<file path="config.mk">
export PLATFORM = sky130hd
export DESIGN_NAME = led_pattern_scheduler
export DESIGN_NICKNAME = d
export VERILOG_FILES = /design/src/rtl/led_sched_pkg.sv /design/src/rtl/rr_arbiter.sv /design/src/rtl/led_pattern_scheduler.sv
export SDC_FILE = /design/constraint.sdc
export NUM_CORES = 1
export LEC_CHECK = 0
export BUFFER_PORTS_ARGS = -buffer_cell sky130_fd_sc_hd__buf_4
export CAP_MARGIN = 10
export CORE_ASPECT_RATIO = 1.2
export CORE_MARGIN = 2
export CORE_UTILIZATION = 59
export DETAILED_ROUTE_END_ITERATION = 6
export GPL_ROUTABILITY_DRIVEN = 0
export PLACE_DENSITY_LB_ADDON = 0.15
export SLEW_MARGIN = 10
export SYNTH_ARGS = -nofsm -noshare
export SYNTH_HDL_FRONTEND = slang
export SYNTH_HIERARCHICAL = 1
export SYNTH_SLANG_ARGS = --single-unit
</file>
<file path="constraint.sdc">
create_clock -name clk_i -period 2.8 [get_ports clk_i]
set_input_delay 0.14 -clock clk_i [delete_from_list [all_inputs] [get_ports clk_i]]
set_output_delay 0.14 -clock clk_i [all_outputs]
set_load 0.1 [all_outputs]
</file>
<file path="src/rtl/led_sched_pkg.sv">
// Shared definitions for the LED pattern scheduler.
//   mode_e  : per-source pattern code (solid / slow / fast / alternate)
//   state_e : scheduler state (IDLE heartbeat, SHOW granted pattern)
//   onehot(): index to one-hot vector, truncated by callers to N_REQ bits
//   imax()  : elaboration-time helper for counter sizing
package led_sched_pkg;

    typedef enum logic [1:0] {
        MODE_SOLID = 2'b00,
        MODE_SLOW  = 2'b01,
        MODE_FAST  = 2'b10,
        MODE_ALT   = 2'b11
    } mode_e;

    typedef enum logic {
        IDLE = 1'b0,
        SHOW = 1'b1
    } state_e;

    localparam int unsigned MAX_REQ = 32;

    function automatic logic [MAX_REQ-1:0] onehot(input logic [4:0] idx);
        return 32'd1 << idx;
    endfunction

    function automatic int imax(input int a, input int b);
        return (a > b) ? a : b;
    endfunction

endpackage

</file>
<file path="src/rtl/rr_arbiter.sv">
// Round-robin arbiter for the LED scheduler.
// Picks the first set bit of pending_i, searching upward from the pointer
// with wrap-around. The pointer moves to winner+1 when accept_i is strobed.
// Ports:
//   clk_i      system clock
//   rst_i      synchronous reset, active-high (pointer back to index 0)
//   pending_i  N_REQ request vector
//   accept_i   winner taken this cycle; advance pointer
//   valid_o    at least one request pending
//   winner_o   index of the selected request
module rr_arbiter #(
    parameter int N_REQ = 4
) (
    input  logic                     clk_i,
    input  logic                     rst_i,
    input  logic [N_REQ-1:0]         pending_i,
    input  logic                     accept_i,
    output logic                     valid_o,
    output logic [$clog2(N_REQ)-1:0] winner_o
);

    localparam int IDX_W = $clog2(N_REQ);
    localparam logic [IDX_W:0]   N_EXT = (IDX_W+1)'(N_REQ);
    localparam logic [IDX_W-1:0] LAST  = IDX_W'(N_REQ-1);

    logic [IDX_W-1:0] ptr_q, ptr_d;
    logic [N_REQ-1:0] rot;
    logic [IDX_W-1:0] off;
    logic [IDX_W:0]   sum;

    // Rotate so the pointer position lands on bit 0; lowest set bit is then
    // the round-robin winner, expressed as an offset from the pointer.
    assign rot = N_REQ'({pending_i, pending_i} >> ptr_q);

    always_comb begin
        valid_o = 1'b0;
        off     = '0;
        for (int k = N_REQ-1; k >= 0; k--) begin
            if (rot[k]) begin
                valid_o = 1'b1;
                off     = IDX_W'(k);
            end
        end
    end

    assign sum      = {1'b0, ptr_q} + {1'b0, off};
    assign winner_o = (sum >= N_EXT) ? IDX_W'(sum - N_EXT) : sum[IDX_W-1:0];
    assign ptr_d    = (winner_o == LAST) ? '0 : winner_o + IDX_W'(1);

    always_ff @(posedge clk_i) begin
        if (rst_i) begin
            ptr_q <= '0;
        end else if (accept_i) begin
            ptr_q <= ptr_d;
        end
    end

endmodule

</file>
<file path="src/rtl/led_pattern_scheduler.sv">
// Shares two status LEDs between N_REQ event sources. Idle shows a 1 Hz
// heartbeat; an event pulse queues a per-source pattern that is displayed
// for HOLD_TICKS pattern ticks once granted by a round-robin arbiter.
// Ports:
//   clk_i    system clock
//   rst_i    synchronous reset, active-high; aborts display, drops pending
//   req_i    single-cycle event pulses, one bit per source
//   mode_i   pattern code per source, mode_i[2i+1:2i], sampled at grant
//   grant_o  one-hot current owner, 0 while idle
//   busy_o   1 while a source owns the LEDs
//   led1_o   LED 1 drive, registered
//   led2_o   LED 2 drive, registered
//
// state | meaning
// IDLE  | heartbeat on the LEDs, phase counts 0..TICK_HZ-1
// SHOW  | granted pattern on the LEDs, phase counts 0..BLINK_TICKS-1,
//       | hold down-counter expires after HOLD_TICKS ticks
module led_pattern_scheduler
    import led_sched_pkg::*;
#(
    parameter int CLK_HZ      = 12_000_000,
    parameter int TICK_HZ     = 100,
    parameter int N_REQ       = 4,
    parameter int HOLD_TICKS  = 50,
    parameter int BLINK_TICKS = 50
) (
    input  logic               clk_i,
    input  logic               rst_i,
    input  logic [N_REQ-1:0]   req_i,
    input  logic [2*N_REQ-1:0] mode_i,
    output logic [N_REQ-1:0]   grant_o,
    output logic               busy_o,
    output logic               led1_o,
    output logic               led2_o
);

    localparam int PRE_DIV = CLK_HZ / TICK_HZ;
    localparam int PRE_W   = (PRE_DIV > 1) ? $clog2(PRE_DIV) : 1;
    localparam int PH_W    = $clog2(imax(TICK_HZ, BLINK_TICKS));
    localparam int HOLD_W  = $clog2(HOLD_TICKS + 1);
    localparam int IDX_W   = $clog2(N_REQ);

    localparam logic [PRE_W-1:0]  PRE_LAST  = PRE_W'(PRE_DIV - 1);
    localparam logic [PH_W-1:0]   HB_LAST   = PH_W'(TICK_HZ - 1);
    localparam logic [PH_W-1:0]   HB_HALF   = PH_W'(TICK_HZ / 2);
    localparam logic [PH_W-1:0]   BL_LAST   = PH_W'(BLINK_TICKS - 1);
    localparam logic [PH_W-1:0]   BL_HALF   = PH_W'(BLINK_TICKS / 2);
    localparam logic [HOLD_W-1:0] HOLD_INIT = HOLD_W'(HOLD_TICKS);
    localparam logic [HOLD_W-1:0] HOLD_ONE  = HOLD_W'(1);

    logic [PRE_W-1:0]  pre_q, pre_d;
    logic              tick;
    logic [N_REQ-1:0]  pending_q, pending_d, clr;
    state_e            state_q;
    logic [PH_W-1:0]   phase_q;
    logic [HOLD_W-1:0] hold_q;
    mode_e             mode_q, mode_sel;
    logic [N_REQ-1:0]  grant_q;
    logic              busy_q, led1_q, led2_q;
    logic              led1_nx, led2_nx;
    logic              arb_valid;
    logic [IDX_W-1:0]  arb_winner;
    logic [N_REQ-1:0]  win_oh;
    logic              hold_end, accept;

    assign tick  = (pre_q == PRE_LAST);
    assign pre_d = tick ? '0 : pre_q + PRE_W'(1);

    always_ff @(posedge clk_i) begin
        if (rst_i) begin
            pre_q <= '0;
        end else begin
            pre_q <= pre_d;
        end
    end

    rr_arbiter #(.N_REQ(N_REQ)) u_arb (
        .clk_i     (clk_i),
        .rst_i     (rst_i),
        .pending_i (pending_q),
        .accept_i  (accept),
        .valid_o   (arb_valid),
        .winner_o  (arb_winner)
    );

    assign win_oh   = N_REQ'(onehot(5'(arb_winner)));
    assign hold_end = (state_q == SHOW) && tick && (hold_q == HOLD_ONE);
    // A grant happens leaving IDLE or back-to-back at the end of a hold.
    assign accept   = arb_valid && ((state_q == IDLE) || hold_end);

    // New request wins over the grant clear on the same index, so an owner
    // pulsing again during its own grant edge is re-queued.
    assign clr       = accept ? win_oh : '0;
    assign pending_d = (pending_q & ~clr) | req_i;

    always_ff @(posedge clk_i) begin
        if (rst_i) begin
            pending_q <= '0;
        end else begin
            pending_q <= pending_d;
        end
    end

    always_comb begin
        mode_sel = MODE_SOLID;
        for (int i = 0; i < N_REQ; i++) begin
            if (arb_winner == IDX_W'(i)) begin
                mode_sel = mode_e'(mode_i[2*i +: 2]);
            end
        end
    end

    always_comb begin
        led1_nx = 1'b0;
        led2_nx = 1'b1;
        if (state_q == IDLE) begin
            led1_nx = (phase_q >= HB_HALF);
            led2_nx = ~(phase_q >= HB_HALF);
        end else begin
            case (mode_q)
                MODE_SOLID: begin
                    led1_nx = 1'b1;
                    led2_nx = 1'b1;
                end
                MODE_SLOW: begin
                    led1_nx = (phase_q >= BL_HALF);
                    led2_nx = 1'b0;
                end
                MODE_FAST: begin
                    led1_nx = phase_q[0];
                    led2_nx = 1'b0;
                end
                default: begin
                    led1_nx = (phase_q >= BL_HALF);
                    led2_nx = ~(phase_q >= BL_HALF);
                end
            endcase
        end
    end

    always_ff @(posedge clk_i) begin
        if (rst_i) begin
            state_q <= IDLE;
            phase_q <= '0;
            hold_q  <= '0;
            mode_q  <= MODE_SOLID;
            grant_q <= '0;
            busy_q  <= 1'b0;
            led1_q  <= 1'b0;
            led2_q  <= 1'b1;
        end else begin
            // LEDs follow the pre-edge state/phase: one registered stage of lag.
            led1_q <= led1_nx;
            led2_q <= led2_nx;
            if (accept) begin
                state_q <= SHOW;
                grant_q <= win_oh;
                busy_q  <= 1'b1;
                mode_q  <= mode_sel;
                hold_q  <= HOLD_INIT;
                phase_q <= '0;
            end else begin
                case (state_q)
                    IDLE: begin
                        if (tick) begin
                            phase_q <= (phase_q == HB_LAST) ? '0 : phase_q + PH_W'(1);
                        end
                    end
                    SHOW: begin
                        if (hold_end) begin
                            state_q <= IDLE;
                            grant_q <= '0;
                            busy_q  <= 1'b0;
                            phase_q <= '0;
                        end else if (tick) begin
                            hold_q  <= hold_q - HOLD_W'(1);
                            phase_q <= (phase_q == BL_LAST) ? '0 : phase_q + PH_W'(1);
                        end
                    end
                    default: state_q <= IDLE;
                endcase
            end
        end
    end

    assign grant_o = grant_q;
    assign busy_o  = busy_q;
    assign led1_o  = led1_q;
    assign led2_o  = led2_q;

endmodule
</file>
==> flow_summary.yaml <==
clock_network:
  cts_root_buffer: "clkbuf_8"
  ctsResizeCount: 0
  cts_max_level: 2
  cts_made_buffers: 5
  path_clk_slew_ns: 0.08
  worstSkewPairLatency_ns: 0.30
  holdBufCountCts: 0
  postCtsSetupRepairBufs: 0
  cts_num_sinks: 46
  clock_tree.buffer_depth: 2
  cts_tree: "done"
grt:
  grt_pass1_vias: 1994
  grt_usage_pct: 22.4
  grt_pass1_wl_um: 8700
  grt_overflow: 0
  grt_max_degree: 22
  antenna_found_initial: 0
logic_synthesis:
  synth_nets: 313
  syn-cell-area_um2: 2520
  synth_top_area_share_pct: 36.5
  ys_ff_latch: 46
  netlist_top_cells_area: "dfxtp_1, nor2_1, a211oi_1"
  synthArstFlopShare_pct: 0
  synthTopCellsByCount: "dfxtp_1, nor2_1, nand2_1"
  syn_inst: 292
  synthMostInstantiatedCell: "dfxtp_1"
  synth.avg_cell_area_um2: 8.64
  ys_seq_area_share_pct: 36.5
  yosys.area.top_type: "dfxtp_1"
  ys_types: 59
  yosys_warnings: 6
  synth-edff-count: 0
  synth_ff_type: "dfxtp_1"
sta:
  max_slew.worst_pin.slew_ns: 0.622
  min_period_over_period_pct: 91.0
  fin_worst_skew_ns: 0.00550
  maxSlewViolCount: 0
  setup_tns_ns: 0
  rsz0062_at_grt: "no"
  finalCriticalPeriod_ns: 2.55
  fmax_mhz: 392
  setup_viol: 0
  final_hold_viol_count: 0
  slew_headroom_pct: 58.5
floorplan:
  io_pins: 21
  initial_core_util_pct: 60.1
  die_h_um: 75.6
  rows: 26
  dieArea_um2: 4820
  coreArea_um2: 4200
  fp.dieW_um: 63.7
final_layout:
  fin_nets: 333
  ff_latch_area_um2: 922
  num_antenna_cells: 0
  fillers: 373
  synthToLayoutAreaGrowth_pct: 11.5
  multiInputGateArea_um2: 1510
  drive_above_1_share_pct: 14.7
power:
  seqPwrFrac_pct: 38.0
  p_switching_uw: 863
  p_leak_nw: 0.985
  power_frac_clock_pct: 19.0
  irDropWorstVdd_v: 0.000419
  cellInternalPower_mw: 1.31
  swShare_pct: 39.8
  p_total_mw: 2.17
  powerDensity_nw_per_um2: 772
  comb_power_share_pct: 42.9
hold_path:
  worstHoldPathCells: 3
  hold_path_startpoint: "req_i[3]"
  min_path_type: "input port to flip-flop"
  holdPathEnd: "pending_q[3]"
run_status:
  outcome: "completed"
worst_setup_path:
  crit_type: "flip-flop to flip-flop"
  worstReg2RegStart: "pending_q[1]"
  critPathRequiredTime_ns: 3.02
  cp_max_fo: 8
  rr_endpoint: "pending_q[1]"
  r2r_slack_ns: 0.25
  critPathLaunchType: "flip-flop"
  reg2regPathDepth: 11
  endpoint_kind: "flip-flop"
  cp.arrival_ns: 2.76
routing:
  drt-initial-drc-count: 134
  routed-via-count: 2171
  drt_first_pass_iters: 4
  ant_nets: 0
  drc: 0
  wl_per_cell_um: 13.8
  drt-total-wl_um: 5080
  viasPerCell: 5.88
placement:
  dp_hpwl_um: 3650
  numPortBuffers: 20
flow_run:
  maxCapViolations: 0
## cells by family after synthesis
family / count (synthesis) / share of synthesized area (%)
multiplexers: 8 / 4.21
adder cells (fa/ha/maj): 7 / 3.47
flip-flops: 46 / 36.5
AND/OR/NAND/NOR: 131 / 29.2
buffers and inverters: 21 / 3.87
XOR/XNOR: 14 / 4.86
AO/OA/AOI/OAI: 65 / 17.9
## registers in the layout, summed over array words and instances, names as in the netlist
signal / cells
busy_o: 1
led2_o: 1
phase_q: 7
led1_o: 1
pending_q: 4
state_q: 1
grant_o: 4
pre_q: 17
u_arb/ptr_q: 2
hold_q: 6
mode_q: 2
## metal layers
metal | up-vias | global-route usage (%) | routed length [µm]
met5 | - | 0 | 0
met4 | 0 | 6.04 | 71
met3 | 6 | 4.73 | 159
met2 | 30 | 39.8 | 2480
met1 | 1012 | 28.1 | 2370
li1 | 1123 | - | -
## cell type report
cell class,instances,share of cell area (%)
flip-flops and latches,46,32.8
repair buffers,25,6.67
well taps,56,2.49
multi-input cells,225,53.6
clock buffers,7,3.07
clock inverters,1,0.178
inverters,9,1.20
## power groups by stage
| stage | clock [mW] | combinational, mW | sequential [mW] |
|---|---|---|---|
| final | 0.413 | 0.931 | 0.826 |
| after global routing | 0.446 | 1.01 | 0.842 |
| after CTS | 0.428 | 0.933 | 0.824 |
| after detailed placement | 0 | 0.928 | 0.839 |
| after global placement | 0 | 0.913 | 0.838 |
| after floorplan | 0 | 0.570 | 1.02 |
## stage by stage
stage	cells	worst slack [ns]	util (%)	instance area [µm²]	hold slack (ns)
after global placement	361	0.290	64.8	2720	0.432
after detailed placement	361	0.200	64.8	2720	0.441
after global routing	369	0.0660	67.0	2810	0.135
final	369	0.251	67.0	2810	0.130
after CTS	369	0.196	66.9	2810	0.125
after floorplan	292	0.301	-	2520	0.218
## cells in the final DEF (no fill, tap or decap), types with 7 or more instances in the layout
cell,Yosys,layout
a211oi_1,12,12
a21oi_1,12,12
buf_4,0,25
dfxtp_1,46,45
inv_1,8,8
nand2_1,24,24
nand3_1,8,8
nor2_1,38,38
nor3_1,8,8
o21ai_0,12,12
or3_1,12,12
xnor2_1,7,7
xor2_1,7,7
## worst max-delay path by stage
| stage | from | end | slack (ns) | cells past startpoint |
|---|---|---|---|---|
| finish | pending_q[1] | pending_q[1] | 0.25 | 11 |
| global route | pending_q[1] | u_arb/ptr_q[1] | 0.07 | 9 |
| CTS | pending_q[1] | u_arb/ptr_q[1] | 0.20 | 9 |
| detailed placement | pending_q[1] | u_arb/ptr_q[1] | 0.20 | 9 |
| global placement | pending_q[1] | u_arb/ptr_q[1] | 0.29 | 9 |
| floorplan | pending_q[1] | mode_q[0] | 0.30 | 9 |
## critical path, stage by stage, from the launching register on
cell      delay, ns
dfxtp_1        0.47
and2b_1        0.23
a221oi_1       0.23
a31oi_1        0.06
a211o_1        0.29
ha_2           0.19
xor2_1         0.15
xnor2_1        0.29
buf_4          0.19
nand2b_1       0.12
nor2_1         0.05
a211oi_1       0.20
Note: power is estimated with default switching activity, not from simulation.
